<file path="config.mk">
export PLATFORM = sky130hd
export DESIGN_NAME = hex_display_decoder
export DESIGN_NICKNAME = d
export VERILOG_FILES = /design/src/rtl/hex_display_pkg.sv /design/src/rtl/hex_display_decoder_seg7_to_hex.sv /design/src/rtl/hex_display_decoder.sv
export SDC_FILE = /design/constraint.sdc
export NUM_CORES = 1
export LEC_CHECK = 0
export CAP_MARGIN = 0
export CORE_UTILIZATION = 55
export CTS_BUF_LIST = sky130_fd_sc_hd__clkbuf_2 sky130_fd_sc_hd__clkbuf_4 sky130_fd_sc_hd__clkbuf_8
export DETAILED_ROUTE_END_ITERATION = 7
export DONT_BUFFER_PORTS = 1
export PLACE_DENSITY = 0.7
export RECOVER_POWER = 100
export SYNTH_ARGS = -nofsm -noshare
export SYNTH_HDL_FRONTEND = slang
export SYNTH_SLANG_ARGS = --single-unit
</file>
<file path="constraint.sdc">
create_clock -name clk -period 5.7 [get_ports clk]
set_input_delay 1.14 -clock clk [delete_from_list [all_inputs] [get_ports clk]]
set_output_delay 1.14 -clock clk [all_outputs]
set_load 0.005 [all_outputs]
</file>
<file path="src/rtl/hex_display_pkg.sv">
// Shared constants for 7-segment hex display blocks: segment codes, bit
// positions on the segment bus and the blank anode pattern.
package hex_display_pkg;

    localparam int SEG_A  = 7;
    localparam int SEG_B  = 6;
    localparam int SEG_C  = 5;
    localparam int SEG_D  = 4;
    localparam int SEG_E  = 3;
    localparam int SEG_F  = 2;
    localparam int SEG_G  = 1;
    localparam int SEG_DP = 0;

    localparam logic [3:0] ANODES_BLANK = 4'hF;

    // Segment codes {a,b,c,d,e,f,g} for nibble values 0..F.
    localparam logic [6:0] SEG_HEX [0:15] = '{
        7'b1111110, 7'b0110000, 7'b1101101, 7'b1111001,
        7'b0110011, 7'b1011011, 7'b1011111, 7'b1110000,
        7'b1111111, 7'b1111011, 7'b1110111, 7'b0011111,
        7'b1001110, 7'b0111101, 7'b1001111, 7'b1000111
    };

endpackage

</file>
<file path="src/rtl/hex_display_decoder_seg7_to_hex.sv">
// Combinational segment-code to nibble lookup; legal is low for any pattern
// that is not one of the sixteen hex glyphs.
module seg7_to_hex
    import hex_display_pkg::*;
(
    input  logic [6:0] seg,
    output logic       legal,
    output logic [3:0] nibble
);

    always_comb begin
        legal  = 1'b0;
        nibble = 4'h0;
        for (int i = 0; i < 16; i++) begin
            if (seg == SEG_HEX[i]) begin
                legal  = 1'b1;
                nibble = 4'(i);
            end
        end
    end

endmodule

</file>
<file path="src/rtl/hex_display_decoder.sv">
// Capture side of a multiplexed 7-segment hex display: debounces each scanned
// digit, decodes it and reassembles 16-bit words. HEX_DECODE_DP_EN adds o_dp.
module hex_display_decoder
    import hex_display_pkg::*;
#(
    parameter int STABLE_CYCLES = 4,
    parameter int CNT_W         = 8
) (
    input  logic        clk,
    input  logic        rst_n,
    input  logic [3:0]  i_anodes,
    input  logic [7:0]  i_segments,
    output logic [3:0]  o_digit,
    output logic [1:0]  o_digit_pos,
    output logic        o_digit_valid,
    output logic [15:0] o_data,
    output logic        o_valid,
`ifdef HEX_DECODE_DP_EN
    output logic [3:0]  o_dp,
`endif
    output logic        o_err
);

`ifdef HEX_DECODE_DP_EN
    localparam int PAT_W = 12;
`else
    localparam int PAT_W = 11;
`endif
    localparam logic [CNT_W-1:0] STABLE  = CNT_W'(STABLE_CYCLES);
    localparam logic [CNT_W-1:0] RUN_MAX = '1;

    logic [3:0]       an_q;
    logic [7:0]       seg_q;
    logic [PAT_W-1:0] pat, prev_pat;
    logic [CNT_W-1:0] run_cnt, run_next;
    logic             new_pat, accept;
    logic [3:0]       mask, mask_new;
    logic [15:0]      shadow, shadow_new;
    logic [3:0]       dp_shadow, dp_new;
    logic             pos_ok;
    logic [1:0]       pos;
    logic             legal;
    logic [3:0]       nibble;

    seg7_to_hex u_seg7_to_hex (
        .seg    (seg_q[SEG_A:SEG_G]),
        .legal  (legal),
        .nibble (nibble)
    );

    // Without the dp feature a blinking decimal point must not restart the run.
`ifdef HEX_DECODE_DP_EN
    assign pat = {an_q, seg_q};
`else
    assign pat = {an_q, seg_q[SEG_A:SEG_G]};
`endif

    always_comb begin
        new_pat  = (pat != prev_pat);
        run_next = new_pat ? CNT_W'(1) :
                   (run_cnt == RUN_MAX) ? run_cnt : run_cnt + 1'b1;
        accept   = (run_next == STABLE) && (new_pat || run_cnt != STABLE);

        pos_ok = 1'b1;
        pos    = 2'd0;
        case (an_q)
            4'b1110: pos = 2'd0;
            4'b1101: pos = 2'd1;
            4'b1011: pos = 2'd2;
            4'b0111: pos = 2'd3;
            default: pos_ok = 1'b0;
        endcase

        shadow_new = shadow;
        shadow_new[{pos, 2'b00} +: 4] = nibble;
        dp_new      = dp_shadow;
        dp_new[pos] = seg_q[SEG_DP];
        mask_new    = mask | (4'b0001 << pos);
    end

    always_ff @(posedge clk) begin
        if (!rst_n) begin
            an_q          <= ANODES_BLANK;
            seg_q         <= 8'h00;
            prev_pat      <= '0;
            run_cnt       <= '0;
            mask          <= 4'h0;
            shadow        <= 16'h0000;
            dp_shadow     <= 4'h0;
            o_digit       <= 4'h0;
            o_digit_pos   <= 2'd0;
            o_digit_valid <= 1'b0;
            o_data        <= 16'h0000;
            o_valid       <= 1'b0;
            o_err         <= 1'b0;
`ifdef HEX_DECODE_DP_EN
            o_dp          <= 4'h0;
`endif
        end else begin
            an_q          <= i_anodes;
            seg_q         <= i_segments;
            prev_pat      <= pat;
            run_cnt       <= run_next;
            o_digit_valid <= 1'b0;
            o_valid       <= 1'b0;
            o_err         <= 1'b0;

            if (accept && an_q != ANODES_BLANK) begin
                if (!pos_ok || !legal) begin
                    o_err <= 1'b1;
                    mask  <= 4'h0;
                end else begin
                    shadow        <= shadow_new;
                    dp_shadow     <= dp_new;
                    o_digit       <= nibble;
                    o_digit_pos   <= pos;
                    o_digit_valid <= 1'b1;
                    if (mask_new == 4'hF) begin
                        o_data  <= shadow_new;
                        o_valid <= 1'b1;
                        mask    <= 4'h0;
`ifdef HEX_DECODE_DP_EN
                        o_dp    <= dp_new;
`endif
                    end else begin
                        mask <= mask_new;
                    end
                end
            end
        end
    end

endmodule
</file>
==> results of run 1 <==
cells in the final DEF, fill, tap and decap left out, types with 5 or more instances in the layout:
cell       n
mux2_1     5
xor2_1    15
ha_1       6
nor3_1     8
inv_1     14
o22ai_1    8
nand2_1   43
nand3b_1   7
dfxtp_1   75
a21oi_1   10
nor2b_1    7
nand3_1   12
nand2b_1   5
mux2i_1   27
o31ai_1    6
nor2_1    15
and3_1     7
and2_1    23
clkbuf_8  10
o22a_1     5
o21ai_0    7
final timing paths:
kind	from	end	cells past startpoint
worst min register to register	shadow[11]	shadow[11]	2
worst min-delay path	shadow[11]	shadow[11]	2
worst max register to register	run_cnt[0]	shadow[13]	7
worst max-delay path	run_cnt[0]	shadow[13]	7
synthesized netlist by cell type, types with 6 or more instances:
library cell / number
dfxtp_1: 75
nand2_1: 43
mux2i_1: 27
and2_1: 26
nor2_1: 15
xor2_1: 15
inv_1: 14
clkbuf_1: 12
nand3_1: 11
a21oi_1: 10
buf_2: 9
nor3_1: 8
o22ai_1: 8
and3_1: 7
buf_6: 7
nand3b_1: 7
nor2b_1: 7
o21ai_0: 7
ha_1: 6
o31ai_1: 6
registers in the layout, summed over array words and instances (netlist names):
name,count
o_data,16
shadow,16
prev_pat,11
run_cnt,8
seg_q,7
an_q,4
mask,4
o_digit,4
o_digit_pos,2
o_digit_valid,1
o_err,1
o_valid,1
layout make-up:
cell class                 instances  area (um2)  share of cell area (%)
clock buffer                      14         168                    4.44
clock inverter                     2        35.0                   0.928
inverter                          15        56.3                    1.49
multi-input combinational        277        1910                    50.6
sequential                        75        1500                    39.8
tap                               77        96.3                    2.55
timing repair buffer               1        7.51                   0.199
critical path: cells and delay by family (launching register included):
kind                     cells  cell delay [ns]
adder cells (fa/ha/maj)      1             0.29
AO/OA/AOI/OAI                1             0.31
AND/OR/NAND/NOR              4             2.33
multiplexers                 1             0.45
flip-flops                   1             0.46
logic make-up after synthesis:
group | after synthesis | synth area share [%]
compound gates | 63 | 12.3
xor+xnor | 17 | 3.99
fa+ha+maj | 6 | 2.01
buf+inv | 46 | 6.88
flops | 75 | 40.3
mux | 36 | 10.2
simple gates | 155 | 24.4
per-layer routing:
metal | vias to the layer above | global-route usage (%)
li1 | 1362 | -
met1 | 1283 | 27.0
met2 | 67 | 36.3
met3 | 15 | 3.93
met4 | 0 | 11.6
met5 | - | 0
where the power goes:
group	internal (mW)	total, mW	leakage [nW]	switching (mW)
Clock	0.234	0.420	0.108	0.186
Combinational	0.0240	0.0540	0.821	0.0300
Sequential	0.532	0.547	0.610	0.0149
Total	0.790	1.02	1.54	0.231
per-stage QoR:
stage          std cells  hold WS [ns]  total power [mW]  utilization, %
2_1_floorplan        398         0.438             0.613               -
4_1_cts              461         0.464              1.03            59.4
3_3_place_gp         445         0.446             0.614            56.2
3_5_place_dp         445         0.453             0.615            56.2
5_1_grt              461         0.485              1.06            58.4
6_report             461         0.462              1.02            58.4
==> metrics.txt, run 1 <==
latest clock arrival within the worst-skew pair=0.35 ns; class of the tightest hold or removal check=reg2reg; standby leakage power=1.54 nW; max_slew headroom=-24.1%; Antenna Cells=0; vias in the first global route=2584; setup violation total in the final timing report=0; share of flip-flops with an asynchronous set or reset=0%; final hold violation count=0; overall routed net length=7340 um; achievable frequency=0.254 GHz; share of final-layout standard cells stronger than drive strength 1=7.03%; clock tree from TritonCTS=yes; count of unresolved DRC violations after routing=1; DRT iter0 DRCs=125; CP max stage cell=or2_0; CP max FO=22; fill count=592; slack of the worst reg-to-reg path=1.77 ns; Clock Sink Count=75; sum of met3 wire segment lengths after detailed routing=290 um; status=finished, violations left; maximum vdd drop=179 uV; data arrival time of the critical path=4.17 ns; antenna violations before repair=0; net total in the final layout=399; kind of start point of the critical path=flip-flop; maximum number of pins on one net before global-route repair=81; count of unique library cells instantiated by Yosys=67; Synth Flop Type=dfxtp_1; Max Used Layer=met4; worst endpoint required time=5.93 ns; period utilisation layout=69.0%; Buffers on Ports=0; Tightest Pin Transition=1.86 ns; accumulated negative setup slack=0 ns; P&R area growth vs syn=1.24%; Setup Fix Bufs, Post-CTS=0; FF+latch count, synth=75; io pins=39; count of cells resized by post-cts repair=0; final critical delay including setup and external delays=3.93 ns; Synthesized Nets=418; global placer's final weighted congestion=0.838; DR WL/cell=15.9 um; Antenna Violating Nets Remaining=0; total vias in the final route=2727; violations in the final reports=design-rule violations, max-capacitance violations, max-slew violations; cell area power density=270 nW/um2; initial cell density of the core=57.7%; critical path cell sequence=ha_1, nand3_1, or2_2, o21ai_0, or4_1, or2_0, mux2_2; cell row count=29; TritonCTS buffer count=9; length of routed wiring on met1=3390 um; post-synthesis cell area=3730 um2; Critical Setup Path Class=reg2reg; number of slew-limit violations in the final report=23; core region area=6460 um2; Synth Instances=398; Die Area=7110 um2; CTS Root Cell=clkbuf_8; wire length of the first global-routing pass=12300 um; clk buf depth=2; Yosys Warn Count=0; post-layout worst setup margin=1.77 ns; hold-fix buffers at CTS=0; count of flip-flops with a built-in enable after synthesis=0; synthesized area divided by synthesized cell count=9.37 um2; sequential fraction of the synthesis area=40.3%; max incr delay on CP=1.39 ns; share of the synthesized area in the top cell type=40.3%; maximum clock skew at final layout=0.00711 ns; Area contributors post-synth=dfxtp_1, mux2i_1, and2_1; Worst Setup Slack post-DPL=2.26 ns; setup repair after global routing missed its margin=false; estimated wirelength of the detail-placed design=4780 um; met2 wirelength from detailed routing=3490 um; first-pass detailed-route iteration total=7; Tot GR Track Use=21.8%; DIE WIDTH=84.3 um; Setup crit end kind=flip-flop; Area after DPL=3630 um2; DIE HEIGHT=84.3 um; via/cell ratio=5.92; GRT Residual Overflow=0; deepest level of the CTS H-tree=3; Final Instance Area=3770 um2; Maximum Capacitance Violations=1; clock input transition at the sequential cells of the worst setup and hold paths=0.07 ns; Yosys top cell by area=dfxtp_1
Note: power is estimated with default switching activity, not from simulation.
==> inputs of run 2 (changes only) <==
Settings changed: PLACE_DENSITY 0.7 to 0.73.
Clock period 5.7 ns to 3.54 ns, I/O delays scaled along.
==> run 2 against run 1 <==
Compared with the run above:
- the run ends with design-rule violations left
- wire length is 1.2% lower
- combinational power rose by 65%
- register-to-register slack got worse by 1.3 ns
- critical path type unchanged
==> metrics.txt, run 2 (synthesis results as in run 1) <==
status=finished, violations left; violations in the final reports=design-rule violations; vias in the first global route=2656 (+2.8%); Maximum Capacitance Violations=0 (-1); setup violation total in the final timing report=0 (unchanged); Clock Sink Count=75 (unchanged); number of slew-limit violations in the final report=0 (-100%); first-pass detailed-route iteration total=6 (-1); largest registers=o_data: 16 flops, shadow: 16 flops, prev_pat: 11 flops; DIE WIDTH=84.3 um (unchanged); latest clock arrival within the worst-skew pair=0.34 ns (about the same); period utilisation layout=87.4% (+18 points); achievable frequency=0.323 GHz (+27%); global placer's final weighted congestion=0.907 (+8.2%); P&R area growth vs syn=2.69%; DRT iter0 DRCs=160 (+28%); final hold violation count=0 (unchanged); via/cell ratio=5.96 (+0.71%); setup repair after global routing missed its margin=false; Hold Slack=0.460 ns (-0.00230 ns); count of cells resized by post-cts repair=0 (unchanged); overall routed net length=7250 um (-1.2%); GRT Residual Overflow=0 (unchanged); antenna violations before repair=0 (unchanged); Tightest Pin Transition=0.857 ns (-1.00 ns); Critical Setup Path Class=reg2reg; standby leakage power=1.56 nW (+1.5%); data arrival time of the critical path=3.32 ns (-0.85 ns); Antenna Cells=0 (unchanged); clk buf depth=2 (unchanged); hold-fix buffers at CTS=0 (unchanged); io pins=39 (unchanged); DR WL/cell=15.5 um (-2.5%); count of unresolved DRC violations after routing=1 (unchanged); initial cell density of the core=57.7% (unchanged); final critical delay including setup and external delays=3.09 ns (-0.840 ns); maximum number of pins on one net before global-route repair=81 (unchanged); share of final-layout standard cells stronger than drive strength 1=7.95% (+0.92 points); estimated wirelength of the detail-placed design=4830 um (+0.94%); clock tree from TritonCTS=yes; combined buffer and inverter count along the critical path=1 (+1); total vias in the final route=2782 (+2.0%); maximum vdd drop=293 uV (+64%); DIE HEIGHT=84.3 um (unchanged); Setup crit end kind=flip-flop; CTS Root Cell=clkbuf_8; clock input transition at the sequential cells of the worst setup and hold paths=0.07 ns (about the same); class of the tightest hold or removal check=reg2reg; CP max stage cell=or4_1; Antenna Violating Nets Remaining=0 (unchanged); cell area power density=427 nW/um2 (+58%); core region area=6460 um2 (unchanged); cell row count=29 (unchanged); wire length of the first global-routing pass=12400 um (+0.84%); maximum clock skew at final layout=0.00550 ns (-0.00160 ns); CP max FO=14 (-36%); accumulated negative setup slack=0 ns (unchanged); critical path cell sequence=xor2_1, nor4_1, o2111ai_1, or4_1, or2_1, buf_4, mux2i_1; kind of start point of the critical path=flip-flop; deepest level of the CTS H-tree=3 (unchanged); Largest delay share family, worst path=simple AND/OR/NAND/NOR gates; PnR Total Power=1.64 mW (+60%); net total in the final layout=406 (+1.8%); most common library cell in the layout ignoring fill and taps=dfxtp_1; final core area utilization=59.3% (+0.83 points); worst endpoint required time=3.77 ns (-2.16 ns); max incr delay on CP=0.66 ns (-0.73 ns); Setup Fix Bufs, Post-CTS=0 (unchanged); Buffers on Ports=0 (unchanged); Tot GR Track Use=21.9% (+0.064 points); Die Area=7110 um2 (unchanged); max_slew headroom=42.4% (+67 points); highest-count cells in the layout ignoring fill and taps=dfxtp_1, nand2_1, mux2i_1, and2_1; TritonCTS buffer count=9 (unchanged)
==> run 2: through the flow <==
| step | worst slack (ns) | cells | instance area (um2) |
|---|---|---|---|
| CTS | 0.455 | 467 | 3880 |
| floorplan | 0.805 | 398 | 3730 |
| global placement | 0.512 | 452 | 3680 |
| global route | 0.229 | 467 | 3830 |
| finish | 0.446 | 467 | 3830 |
| detailed placement | 0.474 | 452 | 3680 |
==> run 2: worst register-to-register path, stage by stage, from the launching register on <==
cell and delay [ns]:
dfxtp_1 0.62, xor2_1 0.15, nor4_1 0.41, o2111ai_1 0.24, or4_1 0.66, or2_1 0.47, buf_4 0.31, mux2i_1 0.13
==> run 2: routing by layer <==
layer  vias up  wire length [um]  track usage [%]
met5         -                 0                0
met4         0               113             8.15
met3        13               270             5.60
met2        61              3420             34.9
met1      1334              3450             28.6
li1       1374                 -                -
==> run 2: layout make-up <==
class                   instances  area [um2]
fillers                       589        2630
multi-input cells             277        1920
flip-flops and latches         75        1500
clock buffers                  13         166
well taps                      77        96.3
inverters                      15        56.3
repair buffers                  8        50.0
clock inverters                 2        35.0
==> run 2: path summary, 6_finish.rpt <==
check	start	endpoint	slack (ns)	depth (start not counted)
worst max-delay path	seg_q[4]	shadow[11]	0.45	7
worst min-delay path	shadow[15]	shadow[15]	0.46	2
worst max register to register	seg_q[4]	shadow[11]	0.45	7
worst min register to register	shadow[15]	shadow[15]	0.46	2
==> run 2: power by group <==
group / total, mW / switching, mW / internal (mW)
combinational: 0.0890 / 0.0491 / 0.0399
sequential: 0.880 / 0.0233 / 0.857
clock: 0.666 / 0.291 / 0.375
total: 1.64 / 0.363 / 1.27
